`src/rtl/cpu_decode_stage.sv`:
```
// Decode stage: splits the instruction into fields, reads the 16-entry scalar register file
// (write-back and same-cycle bypass included), detects load-use hazards, registers the D/E entry.
module cpu_decode_stage #(
  parameter int unsigned DATA_W = 32,
  parameter int unsigned IMM_W  = 12
) (
  input  logic              clk,
  input  logic              rst,
  input  logic [29:0]       instr_in,
  input  logic [31:0]       pc_in,
  input  logic              instr_valid_in,
  input  logic              flush,
  input  logic              wb_we,
  input  logic [3:0]        wb_addr,
  input  logic [DATA_W-1:0] wb_data,
  output logic              stall_out,
  output logic              de_valid,
  output logic [31:0]       de_pc,
  output logic [1:0]        de_op_type,
  output logic [3:0]        de_opcode,
  output logic [3:0]        de_rd,
  output logic [3:0]        de_rs1,
  output logic [3:0]        de_rs2,
  output logic [DATA_W-1:0] de_rs1_data,
  output logic [DATA_W-1:0] de_rs2_data,
  output logic [DATA_W-1:0] de_imm,
  output logic              de_reg_we,
  output logic              de_mem_read,
  output logic              de_mem_write,
  output logic              de_branch,
  output logic              de_vector,
  output logic              de_alu_imm,
  output logic              de_illegal
);

  localparam int unsigned NREG = 16;

  typedef enum logic [1:0] {
    OP_ARITH  = 2'b00,
    OP_MEM    = 2'b01,
    OP_BRANCH = 2'b10,
    OP_VECTOR = 2'b11
  } op_type_e;

  logic [DATA_W-1:0] r_regs [NREG];

  logic [1:0]        w_op_type;
  logic [3:0]        w_opcode;
  logic [3:0]        w_rd;
  logic [3:0]        w_rs1;
  logic [3:0]        w_rs2;
  logic [IMM_W-1:0]  w_imm_raw;
  logic [DATA_W-1:0] w_imm;
  logic [DATA_W-1:0] w_rs1_data;
  logic [DATA_W-1:0] w_rs2_data;
  logic              w_reg_we, w_mem_read, w_mem_write, w_branch, w_vector, w_alu_imm, w_illegal;
  logic              w_hazard;

  logic              r_de_valid;
  logic [31:0]       r_de_pc;
  logic [1:0]        r_de_op_type;
  logic [3:0]        r_de_opcode, r_de_rd, r_de_rs1, r_de_rs2;
  logic [DATA_W-1:0] r_de_rs1_data, r_de_rs2_data, r_de_imm;
  logic              r_de_reg_we, r_de_mem_read, r_de_mem_write, r_de_branch;
  logic              r_de_vector, r_de_alu_imm, r_de_illegal;

  assign w_op_type = instr_in[29:28];
  assign w_opcode  = instr_in[27:24];
  assign w_rd      = instr_in[23:20];
  assign w_rs1     = instr_in[19:16];
  assign w_rs2     = instr_in[15:12];
  assign w_imm_raw = instr_in[IMM_W-1:0];
  assign w_imm     = {{(DATA_W-IMM_W){w_imm_raw[IMM_W-1]}}, w_imm_raw};

  // Register file; R0 is never written so it stays at its reset value of zero.
  always_ff @(posedge clk) begin
    if (!rst) begin
      for (int i = 0; i < NREG; i++) r_regs[i] <= '0;
    end else if (wb_we && (wb_addr != 4'd0)) begin
      r_regs[wb_addr] <= wb_data;
    end
  end

  // Reads with same-cycle write-back bypass.
  always_comb begin
    w_rs1_data = r_regs[w_rs1];
    w_rs2_data = r_regs[w_rs2];
    if (w_rs1 == 4'd0) w_rs1_data = '0;
    else if (wb_we && (wb_addr == w_rs1)) w_rs1_data = wb_data;
    if (w_rs2 == 4'd0) w_rs2_data = '0;
    else if (wb_we && (wb_addr == w_rs2)) w_rs2_data = wb_data;
  end

  // Control decode; an invalid input slot decodes to all-zero control.
  always_comb begin
    w_reg_we    = 1'b0;
    w_mem_read  = 1'b0;
    w_mem_write = 1'b0;
    w_branch    = 1'b0;
    w_vector    = 1'b0;
    w_alu_imm   = 1'b0;
    w_illegal   = 1'b0;
    if (instr_valid_in) begin
      unique case (op_type_e'(w_op_type))
        OP_ARITH: begin
          w_reg_we  = 1'b1;
          w_alu_imm = w_opcode[3];
        end
        OP_MEM: begin
          if (w_opcode == 4'b0000) begin
            w_reg_we   = 1'b1;
            w_mem_read = 1'b1;
            w_alu_imm  = 1'b1;
          end else if (w_opcode == 4'b0001) begin
            w_mem_write = 1'b1;
            w_alu_imm   = 1'b1;
          end else begin
            w_illegal = 1'b1;
          end
        end
        OP_BRANCH: begin
          w_branch  = 1'b1;
          w_alu_imm = 1'b1;
        end
        OP_VECTOR: w_vector = 1'b1;
        default: ;
      endcase
    end
  end

  // Both source fields are compared whether or not the instruction uses them.
  assign w_hazard  = r_de_valid & r_de_mem_read & (r_de_rd != 4'd0) & instr_valid_in &
                     ((r_de_rd == w_rs1) | (r_de_rd == w_rs2));
  assign stall_out = w_hazard & ~flush;

  always_ff @(posedge clk) begin
    if (!rst) begin
      r_de_valid     <= 1'b0;
      r_de_pc        <= '0;
      r_de_op_type   <= '0;
      r_de_opcode    <= '0;
      r_de_rd        <= '0;
      r_de_rs1       <= '0;
      r_de_rs2       <= '0;
      r_de_rs1_data  <= '0;
      r_de_rs2_data  <= '0;
      r_de_imm       <= '0;
      r_de_reg_we    <= 1'b0;
      r_de_mem_read  <= 1'b0;
      r_de_mem_write <= 1'b0;
      r_de_branch    <= 1'b0;
      r_de_vector    <= 1'b0;
      r_de_alu_imm   <= 1'b0;
      r_de_illegal   <= 1'b0;
    end else if (flush || stall_out) begin
      r_de_valid     <= 1'b0;
      r_de_reg_we    <= 1'b0;
      r_de_mem_read  <= 1'b0;
      r_de_mem_write <= 1'b0;
      r_de_branch    <= 1'b0;
      r_de_vector    <= 1'b0;
      r_de_alu_imm   <= 1'b0;
      r_de_illegal   <= 1'b0;
    end else begin
      r_de_valid     <= instr_valid_in;
      r_de_pc        <= pc_in;
      r_de_op_type   <= w_op_type;
      r_de_opcode    <= w_opcode;
      r_de_rd        <= w_rd;
      r_de_rs1       <= w_rs1;
      r_de_rs2       <= w_rs2;
      r_de_rs1_data  <= w_rs1_data;
      r_de_rs2_data  <= w_rs2_data;
      r_de_imm       <= w_imm;
      r_de_reg_we    <= w_reg_we;
      r_de_mem_read  <= w_mem_read;
      r_de_mem_write <= w_mem_write;
      r_de_branch    <= w_branch;
      r_de_vector    <= w_vector;
      r_de_alu_imm   <= w_alu_imm;
      r_de_illegal   <= w_illegal;
    end
  end

  assign de_valid     = r_de_valid;
  assign de_pc        = r_de_pc;
  assign de_op_type   = r_de_op_type;
  assign de_opcode    = r_de_opcode;
  assign de_rd        = r_de_rd;
  assign de_rs1       = r_de_rs1;
  assign de_rs2       = r_de_rs2;
  assign de_rs1_data  = r_de_rs1_data;
  assign de_rs2_data  = r_de_rs2_data;
  assign de_imm       = r_de_imm;
  assign de_reg_we    = r_de_reg_we;
  assign de_mem_read  = r_de_mem_read;
  assign de_mem_write = r_de_mem_write;
  assign de_branch    = r_de_branch;
  assign de_vector    = r_de_vector;
  assign de_alu_imm   = r_de_alu_imm;
  assign de_illegal   = r_de_illegal;

endmodule

```
`config.mk`:
```
export PLATFORM = sky130hd
export DESIGN_NAME = cpu_decode_stage
export DESIGN_NICKNAME = d
export VERILOG_FILES = /design/src/rtl/cpu_decode_stage.sv
export SDC_FILE = /design/constraint.sdc
export NUM_CORES = 1
export LEC_CHECK = 0
export BUFFER_PORTS_ARGS = -buffer_cell sky130_fd_sc_hd__buf_4
export CAP_MARGIN = 15
export CORE_MARGIN = 4
export CORE_UTILIZATION = 45
export CTS_CLUSTER_SIZE = 12
export DETAILED_ROUTE_END_ITERATION = 16
export GPL_ROUTABILITY_DRIVEN = 0
export PLACE_DENSITY = 0.71
export SYNTH_ARGS = -nofsm -noshare
export SYNTH_HDL_FRONTEND = slang
export SYNTH_SLANG_ARGS = --single-unit
export TNS_END_PERCENT = 50
```
`constraint.sdc`:
```
create_clock -name clk -period 11.64 [get_ports clk]
set_input_delay 1.746 -clock clk [delete_from_list [all_inputs] [get_ports clk]]
set_output_delay 1.746 -clock clk [all_outputs]
set_load 0.01 [all_outputs]
```
==> impl_metrics.json <==
{
  "status": "completed",
  "avgSynthCellArea_um2": 13.0,
  "grt_pass1_vias": 23902,
  "max_slew_margin_pct": 15.8,
  "min_to": "de_opcode[2]",
  "antenna_found_initial": 7,
  "regArea_um2": 18100,
  "clk_root_buffer_cell": "clkbuf_16",
  "layout.nets": 2776,
  "cts_tree": "yes",
  "grt_max_degree": 76,
  "crit_chain": "clkbuf_8 -> xor2_1 -> nor4_1 -> o21ai_4 -> nor2_1 -> buf_4",
  "fp-row-count": 98,
  "slew_viol_final": 0,
  "syn_inst": 2527,
  "synthDistinctLibCells": 51,
  "via_count": 23500,
  "clk_latency_ns": 0.62,
  "dieArea_um2": 77400,
  "drive_gt1_share_pct": 24.2,
  "grt_usage_pct": 27.1,
  "tns_ns": 0,
  "critPathRequiredTime_ns": 9.89,
  "overflow": 0,
  "min_from": "de_opcode[2]",
  "stdcell_area_um2": 37900,
  "firstDrtPassIters": 6,
  "multi_input_area_um2": 13900,
  "cp_max_fo": 63,
  "ys_ff_latch": 646,
  "clock.fmax_mhz": 192,
  "placed_area_um2": 35600,
  "place_inst": 3550,
  "initial_utilization_pct": 45.7,
  "yosys.area.top_type": "edfxtp_1",
  "hold_depth": 2,
  "synth_warnings": 0,
  "numCtsBuffers": 70,
  "drt_iter0_markers": 2675,
  "finalClockSkew_ns": 0.0284,
  "async_reset_ff_share_pct": 0,
  "cts.repair.resized": 0,
  "power.total_mw": 5.63,
  "final_cells": 3680,
  "setup.worst_path.class": "in -> out",
  "cap_violations": 0,
  "hpwl_um": 61700,
  "ctsHoldBuffers": 0,
  "rsz0062_at_grt": "no",
  "core_um2": 72000,
  "setup_ws_ns": 6.44,
  "hold_viol": 0,
  "min_period_ns": 5.20,
  "antenna_left": 0,
  "h-tree-depth": 3,
  "cpMaxStageDelayCell": "nor4_1",
  "clkSinkCount": 646,
  "fillers": 5881,
  "cts_buffer_depth": 3,
  "cp_data_arrival_time_ns": 3.45,
  "finalCritPeriodShare_pct": 44.6,
  "final-setup-viol-count": 0,
  "ios": 258,
  "r2r_start": "de_rd[0]",
  "cts_setup_buffers": 0,
  "clk_pin_slew_ns": 0.05,
  "area_growth_pct": 15.2,
  "synthFlopType": "edfxtp_1",
  "hp-class": "reg -> reg",
  "die_h_um": 278,
  "powerDensity_nw_per_um2": 149,
  "cpPeakStageDelay_ns": 0.60,
  "rrSetupSlack_ns": 8.45,
  "p_leak_nw": 14.1,
  "wirelength_um": 108000,
  "yosys.area.top_type_share_pct": 46.8,
  "r2r_cells": 7,
  "vias_per_cell": 6.39,
  "yosys-top-cells-area": "edfxtp_1 47%, dfxtp_1 8.2%, mux4_2 8.2%",
  "end_kind": "output port",
  "worst_pin_slew_ns": 1.26,
  "max-vdd-ir-drop_uv": 96.0,
  "synth_edf_count": 512,
  "dieWidth_um": 278,
  "dp_slack_ns": 6.44,
  "synth_area_um2": 32900,
  "port_buffers": 257,
  "wl_per_cell_um": 29.4,
  "r2r_end": "de_rs2_data[19]",
  "grt_pass1_wl_um": 157000,
  "cp-start-kind": "input pin",
  "drc": 0,
  "ys_seq_area_share_pct": 54.9
}
-- power by group --
part	total, mW	switching, mW	leakage [nW]	internal [mW]
sequential	2.72	0.0883	5.99	2.63
clock	2.23	0.912	1.12	1.32
combinational	0.685	0.391	7.03	0.294
total	5.63	1.39	14.1	4.24
-- synthesized netlist by cell type (2+ instances only) --
| master | number |
|---|---|
| a21oi_1 | 63 |
| a221oi_1 | 52 |
| a22o_1 | 5 |
| a22oi_1 | 114 |
| a32o_1 | 59 |
| and2_1 | 424 |
| and3_1 | 2 |
| buf_1 | 23 |
| buf_12 | 3 |
| buf_2 | 58 |
| buf_4 | 22 |
| buf_6 | 6 |
| clkbuf_1 | 160 |
| dfxtp_1 | 134 |
| edfxtp_1 | 512 |
| inv_1 | 8 |
| mux2_2 | 54 |
| mux2i_1 | 265 |
| mux4_1 | 13 |
| mux4_2 | 119 |
| nand2_1 | 79 |
| nand2b_1 | 35 |
| nand3_1 | 65 |
| nand4_1 | 11 |
| nor2_1 | 15 |
| nor2b_1 | 7 |
| nor3_1 | 53 |
| nor4_1 | 23 |
| o211ai_1 | 12 |
| o21ai_0 | 71 |
| or2_1 | 2 |
| or2_2 | 25 |
| xnor2_1 | 2 |
| xor2_1 | 14 |
-- state kept, by name (all words and copies together), names as in the netlist --
register and count:
de_imm 12, r_regs 512, de_mem_read 1, de_mem_write 1, de_branch 1, de_rs1 4
de_rd 4, de_op_type 2, de_illegal 1, de_valid 1, de_opcode 4, de_rs2 4
de_alu_imm 1, de_reg_we 1, de_pc 32, de_rs1_data 32, de_rs2_data 32, de_vector 1
-- worst max-delay path, delay by kind of cell --
family          cells  cell delay (ns)
xor+xnor            1             0.14
compound gates      1             0.13
simple gates        2             0.71
buf+inv             2             0.71
-- final cells by class --
cell class | count | area share [%]
clock buffers | 110 | 5.59
diodes | 3 | 0.0198
inverters | 9 | 0.0958
well taps | 950 | 3.14
flip-flops and latches | 646 | 47.7
multi-input cells | 1630 | 36.7
clock inverters | 16 | 0.469
repair buffers | 316 | 6.34
-- cells by family after synthesis --
logic type	Yosys count	share of synthesized area [%]
AO/OA/AOI/OAI	381	8.34
XOR/XNOR	16	0.426
buffers and inverters	282	3.99
flip-flops	646	54.9
multiplexers	451	19.1
other	1	0.0114
AND/OR/NAND/NOR	750	13.2
-- cells in the final DEF (no fill, tap or decap), types with 22 or more instances in the layout --
cell | netlist | layout
nand2b_1 | 35 | 29
buf_4 | 22 | 312
nor3_1 | 53 | 50
and2_1 | 424 | 422
or2_2 | 25 | 25
a21oi_1 | 63 | 63
clkbuf_16 | 0 | 73
mux2_2 | 54 | 54
conb_1 | 1 | 32
a32o_1 | 59 | 59
clkbuf_1 | 160 | 22
o21ai_0 | 71 | 62
dfxtp_1 | 134 | 134
nand2_1 | 79 | 79
edfxtp_1 | 512 | 512
mux4_2 | 119 | 119
a221oi_1 | 52 | 52
a22oi_1 | 114 | 114
nand3_1 | 65 | 63
mux2i_1 | 265 | 265
-- metal layers --
metal	part of all wire [%]	global-route usage [%]	wire, um	vias up
met2	49	46.6	53500	1457
met1	36	33.1	38700	11857
met5	0.012	0	13	-
met3	9.9	5.03	10700	315
li1	-	-	-	9869
met4	4.9	13.0	5310	2
-- through the flow --
step	utilization, %	hold slack (ns)
4_1_cts	52.6	0.475
5_1_grt	52.6	0.488
6_report	52.6	0.475
3_5_place_dp	49.4	0.467
3_3_place_gp	49.4	0.458
2_1_floorplan	-	0.498
-- worst max path at each step --
stage / cells after the start / from / slack (ns) / endpoint
final: 6 / instr_in[17] / 6.44 / stall_out
after CTS: 6 / instr_in[16] / 6.44 / stall_out
after detailed placement: 6 / instr_in[16] / 6.44 / stall_out
after floorplan: 4 / wb_addr[3] / 6.51 / r_regs[15][0]
after global routing: 6 / instr_in[16] / 6.27 / stall_out
after global placement: 6 / instr_in[16] / 6.36 / stall_out
Power figures use the tool's default switching activity.
